--- src/rtl/tt_um_reuel_pandher_serial_add_seq.sv ---
// tt_um_reuel_pandher_serial_add_seq
// Bit-serial 8-bit adder. Two operands are captured from ui_in. A single
// full-adder cell, made of two half adders and an OR, then steps across them
// LSB-first at one bit per clock. The result is presented on uo_out, with a
// busy/done handshake and the carry-out on uio_out.
// Optional feature macro: SERIAL_SUB_EN. When it is defined, uio_in[3] is
// sampled at launch and selects subtract mode, giving A - B.

module half_adder (
    input  logic a,
    input  logic b,
    output logic s,
    output logic c
);
    assign s = a ^ b;
    assign c = a & b;
endmodule

module tt_um_reuel_pandher_serial_add_seq (
    input  logic       clk,
    input  logic       rst_n,
    input  logic       ena,
    input  logic [7:0] ui_in,
    output logic [7:0] uo_out,
    input  logic [7:0] uio_in,
    output logic [7:0] uio_out,
    output logic [7:0] uio_oe
);
    localparam logic [1:0] IDLE = 2'd0;
    localparam logic [1:0] RUN  = 2'd1;
    localparam logic [1:0] DONE = 2'd2;

    logic [7:0] a_q, b_q, r_q;
    logic       cy_q, cout_q, start_q;
    logic [2:0] cnt_q;
    logic [1:0] state_q;

    logic load_a, load_b, load_any, start_pe, launch;
    logic bp, cy_init;
    logic s0, c0, sum_bit, c1, carry;

    assign load_a   = uio_in[0];
    assign load_b   = uio_in[1];
    assign load_any = load_a | load_b;
    assign start_pe = uio_in[2] & ~start_q;
    // A launch needs a fresh start edge with no load in the same cycle.
    // Loads take priority over start.
    assign launch   = start_pe & ~load_any & ((state_q == IDLE) || (state_q == DONE));

`ifdef SERIAL_SUB_EN
    logic sub_q;
    // Subtract: A + ~B + 1. Carry-in is 1, and the B bit is inverted.
    assign bp      = sub_q ? ~b_q[0] : b_q[0];
    assign cy_init = uio_in[3];

    // Latch the mode at launch so that it holds for the whole run.
    always_ff @(posedge clk or negedge rst_n) begin
        if (!rst_n)      sub_q <= 1'b0;
        else if (launch) sub_q <= uio_in[3];
    end
`else
    assign bp      = b_q[0];
    assign cy_init = 1'b0;
`endif

    // Full-adder cell built from two half adders and an OR gate.
    half_adder u_ha0 (.a(a_q[0]), .b(bp),   .s(s0),      .c(c0));
    half_adder u_ha1 (.a(s0),     .b(cy_q), .s(sum_bit), .c(c1));
    assign carry = c0 | c1;

    // Previous value of start, used for edge detection.
    always_ff @(posedge clk or negedge rst_n) begin
        if (!rst_n) start_q <= 1'b0;
        else        start_q <= uio_in[2];
    end

    // Sequencer: operand capture, serial datapath and state transitions.
    always_ff @(posedge clk or negedge rst_n) begin
        if (!rst_n) begin
            state_q <= IDLE;
            a_q     <= 8'h00;
            b_q     <= 8'h00;
            r_q     <= 8'h00;
            cy_q    <= 1'b0;
            cout_q  <= 1'b0;
            cnt_q   <= 3'd0;
        end else begin
            case (state_q)
                IDLE, DONE: begin
                    if (load_any) begin
                        if (load_a) a_q <= ui_in;
                        if (load_b) b_q <= ui_in;
                        state_q <= IDLE;
                    end else if (launch) begin
                        // A relaunch from DONE reuses the shifted-out operands.
                        state_q <= RUN;
                        cnt_q   <= 3'd0;
                        cy_q    <= cy_init;
                    end
                end
                RUN: begin
                    a_q   <= {1'b0, a_q[7:1]};
                    b_q   <= {1'b0, b_q[7:1]};
                    r_q   <= {sum_bit, r_q[7:1]};
                    cy_q  <= carry;
                    cnt_q <= cnt_q + 3'd1;
                    if (cnt_q == 3'd7) begin
                        state_q <= DONE;
                        cout_q  <= carry;
                    end
                end
                default: state_q <= IDLE;
            endcase
        end
    end

    // ena and the spare uio inputs have no function.
    logic unused_ok;
    assign unused_ok = &{1'b0, ena, uio_in[7:3]};

    assign uo_out  = r_q;
    assign uio_out = {1'b0, cout_q, (state_q == DONE), (state_q == RUN), 4'b0000};
    assign uio_oe  = 8'b0111_0000;
endmodule

--- config.mk ---
export PLATFORM = sky130hd
export DESIGN_NAME = tt_um_reuel_pandher_serial_add_seq
export DESIGN_NICKNAME = d
export VERILOG_FILES = /design/src/rtl/tt_um_reuel_pandher_serial_add_seq.sv
export SDC_FILE = /design/constraint.sdc
export NUM_CORES = 1
export LEC_CHECK = 0
export ABC_CLOCK_PERIOD_IN_PS = 3890
export BUFFER_PORTS_ARGS = -buffer_cell sky130_fd_sc_hd__buf_4
export CAP_MARGIN = 40
export CORE_ASPECT_RATIO = 1.25
export CORE_MARGIN = 2
export CORE_UTILIZATION = 40
export CTS_CLUSTER_SIZE = 40
export DETAILED_ROUTE_END_ITERATION = 8
export GPL_TIMING_DRIVEN = 0
export PLACE_DENSITY_LB_ADDON = 0.08
export SLEW_MARGIN = 25
export SYNTH_ARGS = -nofsm -noshare
export SYNTH_HDL_FRONTEND = slang
export SYNTH_HIERARCHICAL = 1
export SYNTH_SLANG_ARGS = --single-unit
--- constraint.sdc ---
create_clock -name clk -period 3.89 [get_ports clk]
set_input_delay 0.5835 -clock clk [delete_from_list [all_inputs] [get_ports clk]]
set_output_delay 0.5835 -clock clk [all_outputs]
set_load 0.005 [all_outputs]
## Word level (Yosys, flattened, before mapping)

Index checks and enable logic that the tools add are counted.

- Add/subtract/negate cells: 1
- Eq/ne operators: 10
- Multiplexer cells: 16
- Bitwise operators: 11
- Reductions and logical operators: 9

Operator list:

| cell | number |
|---|---|
| 8-bit two-way mux | 4 |
| 8-bit case mux with 2 select lines | 2 |
| 2-bit inequality test, second input constant | 5 |
| 3-bit AND reduction | 3 |
| 2-bit two-way mux | 3 |
| 3-bit two-way mux | 2 |
| 3-bit case mux with 2 select lines | 1 |
| 1-bit bitwise AND | 5 |
| 2-bit case mux with 2 select lines | 1 |
| 2-bit AND reduction | 2 |
| 3-bit by 1-bit adder with 3-bit output, second input constant | 1 |
| 3-bit == test, second input constant | 1 |
| 3-bit inequality test, second input constant | 1 |
| 2-bit by 1-bit == test with 1-bit output, second input constant | 1 |
| 2-bit == test, second input constant | 1 |
| 2-bit logical NOT | 1 |
| 1-bit two-way mux | 2 |
| 2-bit by 1-bit inequality test with 1-bit output, second input constant | 1 |
| 1-bit inverter | 2 |
| 1-bit OR | 2 |
| 1-bit case mux with 2 select lines | 1 |
| 2-bit nonzero test | 1 |
| 2-bit OR reduction | 1 |
| 1-bit XOR | 2 |
| 1-bit logical OR | 1 |

- Register bits: 32
- Input bits: 19
- Logic and storage cells: 55

## Longest topological paths before layout

Gate-level depths: netlist (run 1).

- Word-level depth: 7
- Mapped depth: 7
- Mapped depth without buffers: 4

## By module

Netlist (run 1), hierarchy kept.

By module, submodules not included:

| module | instances | cells each | area an instance (µm²) | seq. area each (µm²) |
|---|---|---|---|---|
| tt_um_reuel_pandher_serial_add_seq | 1 | 157 | 1,540.2 | 800.8 |
| half_adder | 2 | 1 | 12.5 | 0.0 |

## Worst setup path before layout (run 1)

Ideal clock, no wire load.

- Path kind: register to output
- From: register state_q[1]
- To: output port uio_out[4]
- Data arrival time: 0.943 ns
- Required time: 3.306 ns
- Path slack: 2.363 ns
- Stages on the path, launching flop included: 6
- Path buffers: 3
- Path through: dfrtp_1 > buf_6 > nand2b_1 > buf_6 > inv_6 > buf_6

- Cells in the longest elaborated chain, start to end: 1

Ends and longest elaborated chain:

| what | RTL line | text |
|---|---|---|
| from (decl) | 36 | `logic [1:0] state_q;` |
| from (signal assigned) | 80 | `state_q <= IDLE;` |
| from (signal assigned) | 93 | `state_q <= IDLE;` |
| from (signal assigned) | 96 | `state_q <= RUN;` |
| 2-bit by 1-bit == test with 1-bit output | 122 | `assign uio_out = {1'b0, cout_q, (state_q == DONE), (state_q == RUN), 4'b0000};` |
| to (decl) | 26 | `output logic [7:0] uio_out,` |

Every way passes these cells.

## Final worst setup path (run 1)

Ends and elaborated chain as after synthesis.

==> reports/summary.txt, run 1 <==
Compound-cell area share of the yosys netlist: 15.8%
Most frequent cells in the layout: 38 x buf_4, 32 x dfrtp_1, 30 x nand2_1
Number of instances in the placed design: 233
Initial antenna violation count: 0
Die area: 4430 um2
Total negative slack: 0 ns
Count of cell types in the netlist: 26
Top cell type's share of synthesized area: 51.2%
Post-synthesis xor/xnor area fraction: 0%
Slew @ Worst Pin: 0.681 ns
Vias/cell: 4.93
Worst vdd ir: 0.316 mV
Async set-reset flop share out of synthesis: 100%
Vias in the first global route: 1114
P_leak: 0.982 nW
Root buf cell: clkbuf_8
Startpoint Class: register
Crit-path cells: buf_6 -> nand2b_1 -> buf_6 -> inv_6 -> buf_6 -> buf_4
Syn Area/Cell: 9.84 um2
Min Tclk post-route: 2.00 ns
H-tree levels: 2
Layout area overhead: 21.3%
CTS tree: done
Main combinational cell family by area after synthesis: compound AO/OA/AOI/OAI gates
Most common cell after layout, fill and taps aside: buf_4
Adder-cell share of the synthesized area: 3.20%
ANT cells: 0
Worst endpoint data arrival time: 1.41 ns
Fin crit share: 51.3%
Rows: 25
Finished Layout Cells: 238
CP Capture Type: primary output
Pwr/cell area: 715 nW/um2
Pre-Repair DR Iteration Count: 4
DRC viols: 0
R2r setup slk: 2.53 ns
Final setup violation count: 0
GP Congestion: 0.708
Chip width: 60.0 um
Cell Area, Synth: 1570 um2
Core region area: 3750 um2
Port-buffer cells: 23
Clock transition at path regs: 0.06 ns
Drt wl/cell: 12.6 um
Main area contributors after synthesis: dfrtp_1 51%, buf_4 7.2%, nand2_1 7.2%
Max Fanout on Critical Path: 10
Slew headroom: 54.1%
Post-synth EDFFs: 0
Initial Util: 41.7%
Synthesis-stage register bit count: 32
Multi-input gate area: 583 um2
Ys flop type: dfrtp_1
R2r startpoint: a_q[0]
Maximum clock rate: 0.501 GHz
Number of fill cells: 376
Gates resized, CTS repair: 0
Outcome: finished clean
Hold-fix buffers, CTS: 0
Crit Path Category: reg -> out
Most frequent CP cell: buf_6
Register area share after synthesis: 51.2%
Slew Limit Fails: 0
First-pass GRT wire length: 4950 um
Unrepaired setup endpoints after global routing: no
Max_cap viols: 0
Final WL: 3000 um
Global route overflow: 0
Layout cells sized above 1: 26.3%
Synth area leader: dfrtp_1
IO Pins: 43
Post-DRT Antenna Nets: 0
Clk buf depth: 2
HPWL after DPL: 2250 um
Worst Skew: 0.00320 ns
Final Net Count: 223
Worst Path Required: 3.31 ns
Worst hold-check path type: in -> async
Simple-gate share of the synthesized area: 12.5%
Initial DRC Count: 49
Die height: 73.9 um
Final hold viol count: 0
Post-CTS setup repair buffer count: 0
Largest net degree at the start of global routing: 33
Yosys synthesis warning count: 6
Sequential Area: 801 um2
# clock sinks: 32
Mapped Cells: 159
Crit path largest cell delay: 0.37 ns
Routed via count: 1173
Number of CTS-inserted buffers: 5
CP Launch Point: state_q[1]
Slowest CP cell: dfrtp_1
Total track usage: 15.2%
Worst-Skew Late Latency: 0.27 ns
Multiplexer share of the synthesized area: 2.56%
metal layers:
layer | vias to the layer above | GRT usage (%) | wire, um
met3 | 5 | 4.70 | 142
met5 | - | 0 | 0
li1 | 581 | - | -
met1 | 559 | 17.0 | 1190
met4 | 0 | 7.41 | 41
met2 | 28 | 26.1 | 1620
critical path, delay by kind of cell (launching register included):
kind	cells	cell delay [ns]
AND/OR/NAND/NOR	1	0.15
buffers and inverters	5	0.61
flip-flops	1	0.37
where the power goes:
| part | internal, W | switching, W | total (W) |
|---|---|---|---|
| sequential | 0.000476 | 0.0000934 | 0.000569 |
| combinational | 0.000278 | 0.000291 | 0.000569 |
| clock | 0.000115 | 0.000104 | 0.000219 |
final timing paths:
| kind | end | depth (start not counted) |
|---|---|---|
| setup reg to reg | cout_q | 4 |
| max in group asynchronous | uo_out[0] | 1 |
| hold / removal | b_q[4] | 1 |
| min in group clk | start_q | 1 |
| hold reg to reg | uo_out[0] | 2 |
| setup / recovery | uio_out[4] | 6 |
sequential cells by signal (all words and copies together), names as in the netlist:
name,count
b_q,8
start_q,1
cout_q,1
cy_q,1
cnt_q,3
uo_out,8
a_q,8
state_q,2
final cells by class:
class	instances	area share (%)
flip-flops and latches	32	42.2
multi-input cells	105	30.7
inverters	13	2.83
clock buffers	5	3.63
plain buffers	20	8.90
well taps	40	2.64
repair buffers	23	9.10
synthesized netlist by cell type (2+ instances only):
master    instances
nor2b_1           4
inv_1            12
nand2b_1          4
dfrtp_1          32
a21oi_1          17
a211oi_1          3
mux2i_1           4
o21ai_0           3
conb_1            2
o22ai_1          11
buf_4            15
nor2_1            2
ha_1              4
nand2_1          30
buf_6             5
stage by stage:
stage / setup slack, ns / power (W) / hold WS (ns) / utilization, % / cell area, um2
after CTS: 1.88 / 0.00138 / 0.245 / 50.6 / 1900
after global routing: 1.83 / 0.00147 / 0.260 / 50.6 / 1900
after floorplan: 2.36 / 0.000963 / 0.288 / - / 1610
after detailed placement: 2.19 / 0.00115 / 0.479 / 48.7 / 1830
final: 1.89 / 0.00136 / 0.232 / 50.6 / 1900
after global placement: 2.19 / 0.00112 / 0.463 / 48.7 / 1830
logic make-up after synthesis:
| family | after synthesis |
|---|---|
| simple gates | 44 |
| compound gates | 40 |
| buf+inv | 33 |
| flops | 32 |
| mux | 4 |
| fa+ha+maj | 4 |
| other cells | 2 |
(Power assumes the default switching activity.)
==> run 2: changes to the inputs <==
--- a/config.mk
+++ b/config.mk
@@ -5,7 +5,7 @@
 export SDC_FILE = /design/constraint.sdc
 export NUM_CORES = 1
 export LEC_CHECK = 0
-export ABC_CLOCK_PERIOD_IN_PS = 3890
+export ABC_CLOCK_PERIOD_IN_PS = 1840
 export BUFFER_PORTS_ARGS = -buffer_cell sky130_fd_sc_hd__buf_4
 export CAP_MARGIN = 40
 export CORE_ASPECT_RATIO = 1.25
==> constraint.sdc (replaced) <==
create_clock -name clk -period 1.84 [get_ports clk]
set_input_delay 0.276 -clock clk [delete_from_list [all_inputs] [get_ports clk]]
set_output_delay 0.276 -clock clk [all_outputs]
set_load 0.005 [all_outputs]
==> reports/summary.txt, run 2 (synthesis results as in run 1) <==
Outcome: finished clean (unchanged)
Worst setup margin: 0.152 ns (was 1.89 ns)
Post-DRT Antenna Nets: 0 (unchanged)
Vias/cell: 4.93 (about the same)
Largest net degree at the start of global routing: 33 (unchanged)
P_leak: 0.986 nW (was 0.982 nW)
Slew @ Worst Pin: 0.687 ns (was 0.681 ns)
Chip width: 60.0 um (unchanged)
Final hold viol count: 0 (unchanged)
Layout area overhead: 21.9% (was 21.3%)
Worst Path Required: 1.56 ns (was 3.31 ns)
Post-route cell area: 1910 um2 (was 1900 um2)
Clk buf depth: 2 (unchanged)
IO Pins: 43 (unchanged)
Die height: 73.9 um (unchanged)
Rows: 25 (unchanged)
Most frequent cells in the layout: 38 x buf_4, 32 x dfrtp_1, 30 x nand2_1 (unchanged)
Final WL: 3010 um (was 3000 um)
Most frequent CP cell: buf_6 (unchanged)
Layout cells sized above 1: 26.1% (was 26.3%)
Vias in the first global route: 1117 (was 1114)
Core region area: 3750 um2 (unchanged)
Min Tclk post-route: 1.69 ns
Routed via count: 1179 (was 1173)
Startpoint Class: register (unchanged)
Worst endpoint data arrival time: 1.41 ns (about the same)
Pre-CTS setup slack: 0.447 ns (was 2.19 ns)
Cell Area, Placed: 1830 um2 (unchanged)
Crit Path Category: reg -> out (unchanged)
Worst Skew: 0.00320 ns (about the same)
Initial DRC Count: 42 (was 49)
GP Congestion: 0.708 (unchanged)
ANT cells: 0 (unchanged)
Initial antenna violation count: 0 (unchanged)
Total track usage: 15.2% (about the same)
DRC viols: 0 (unchanged)
CTS tree: done (unchanged)
Crit-path cells: buf_6 -> nand2b_1 -> buf_6 -> inv_6 -> buf_6 -> buf_4 (unchanged)
Worst hold-check path type: in -> reg (was in -> async)
Final setup violation count: 0 (unchanged)
Crit path largest cell delay: 0.37 ns (about the same)
Slew Limit Fails: 0 (unchanged)
Slew headroom: 53.7% (was 54.1%)
Global route overflow: 0 (unchanged)
Worst-Skew Late Latency: 0.27 ns (about the same)
Worst vdd ir: 0.670 mV (was 0.316 mV)
Pwr/cell area: 1500 nW/um2 (was 715 nW/um2)
Fin crit share: 91.7%
Drt wl/cell: 12.6 um (about the same)
Total negative slack: 0 ns (unchanged)
Slowest CP cell: dfrtp_1 (unchanged)
Die area: 4430 um2 (unchanged)
CP Capture Type: primary output (unchanged)
Final Net Count: 224 (was 223)
Pre-Repair DR Iteration Count: 4 (unchanged)
R2r setup slk: 0.48 ns (was 2.53 ns)
Unrepaired setup endpoints after global routing: no (unchanged)
Max_cap viols: 0 (unchanged)
Initial Util: 41.7% (unchanged)
Clock transition at path regs: 0.06 ns (about the same)
Maximum clock rate: 0.592 GHz
HPWL after DPL: 2250 um (unchanged)
Port-buffer cells: 23 (unchanged)
Number of CTS-inserted buffers: 5 (unchanged)
First-pass GRT wire length: 4950 um (unchanged)
Max Fanout on Critical Path: 10 (unchanged)
Root buf cell: clkbuf_8 (unchanged)
Gates resized, CTS repair: 0 (unchanged)
Most common cell after layout, fill and taps aside: buf_4 (unchanged)
Power Total: 0.00287 W (was 0.00136 W)
H-tree levels: 2 (unchanged)
# clock sinks: 32 (unchanged)
-- run 2: changes by cell type in the layout (fill, tap and decap cells not counted) --
cell / previous run / this run
dlygate4sd3_1: 0 / 1
-- run 2: per-layer routing --
metal	vias to the layer above	GRT usage (%)	routed length, um	share of wire (%)
li1	583	-	-	-
met1	560	17.1	1190	39
met2	31	25.8	1620	54
met3	5	4.70	157	5.2
met4	0	7.41	41	1.4
met5	-	0	0	0
-- run 2: repair_timing --
item / CTS / global route
hold endpoints to repair: 32 / 0
setup buffers: 0 / 0
hold buffers: 1 / 0
-- run 2: power breakdown --
part | internal, W | total [W] | switching [W]
registers | 0.00101 | 0.00120 | 0.000198
logic | 0.000589 | 0.00120 | 0.000615
clock network | 0.000243 | 0.000462 | 0.000220
total | 0.00184 | 0.00287 | 0.00103
-- run 2: final cells by class --
cell class	instances	area, um2
Fill cell	375	1850
Multi-Input combinational cell	105	583
Inverter	13	53.8
Tap cell	40	50.0
Clock buffer	5	68.8
Sequential cell	32	801
Timing Repair Buffer	24	183
Buffer	20	169
-- run 2: path summary, 6_finish.rpt --
path	start	end	cells after the start
setup / recovery	state_q[1]	uio_out[4]	6
hold / removal	uio_in[2]	start_q	1
setup reg to reg	a_q[0]	cout_q	4
hold reg to reg	uo_out[0]	uo_out[0]	2
max in group asynchronous	rst_n	uo_out[0]	2
min in group asynchronous	rst_n	b_q[4]	2
-- run 2: metrics by stage --
stage | utilization (%) | hold WS (ns) | instances
finish | 50.8 | 0.115 | 239
global route | 50.8 | 0.103 | 239
CTS | 50.8 | 0.105 | 239
detailed placement | 48.7 | 0.240 | 233
global placement | 48.7 | 0.236 | 233
floorplan | - | -0.0196 | 170
-- run 2: critical path: cells and delay by family (launching register included) --
kind          cells  cell delay [ns]
flops             1             0.37
simple gates      1             0.15
buf+inv           5             0.61
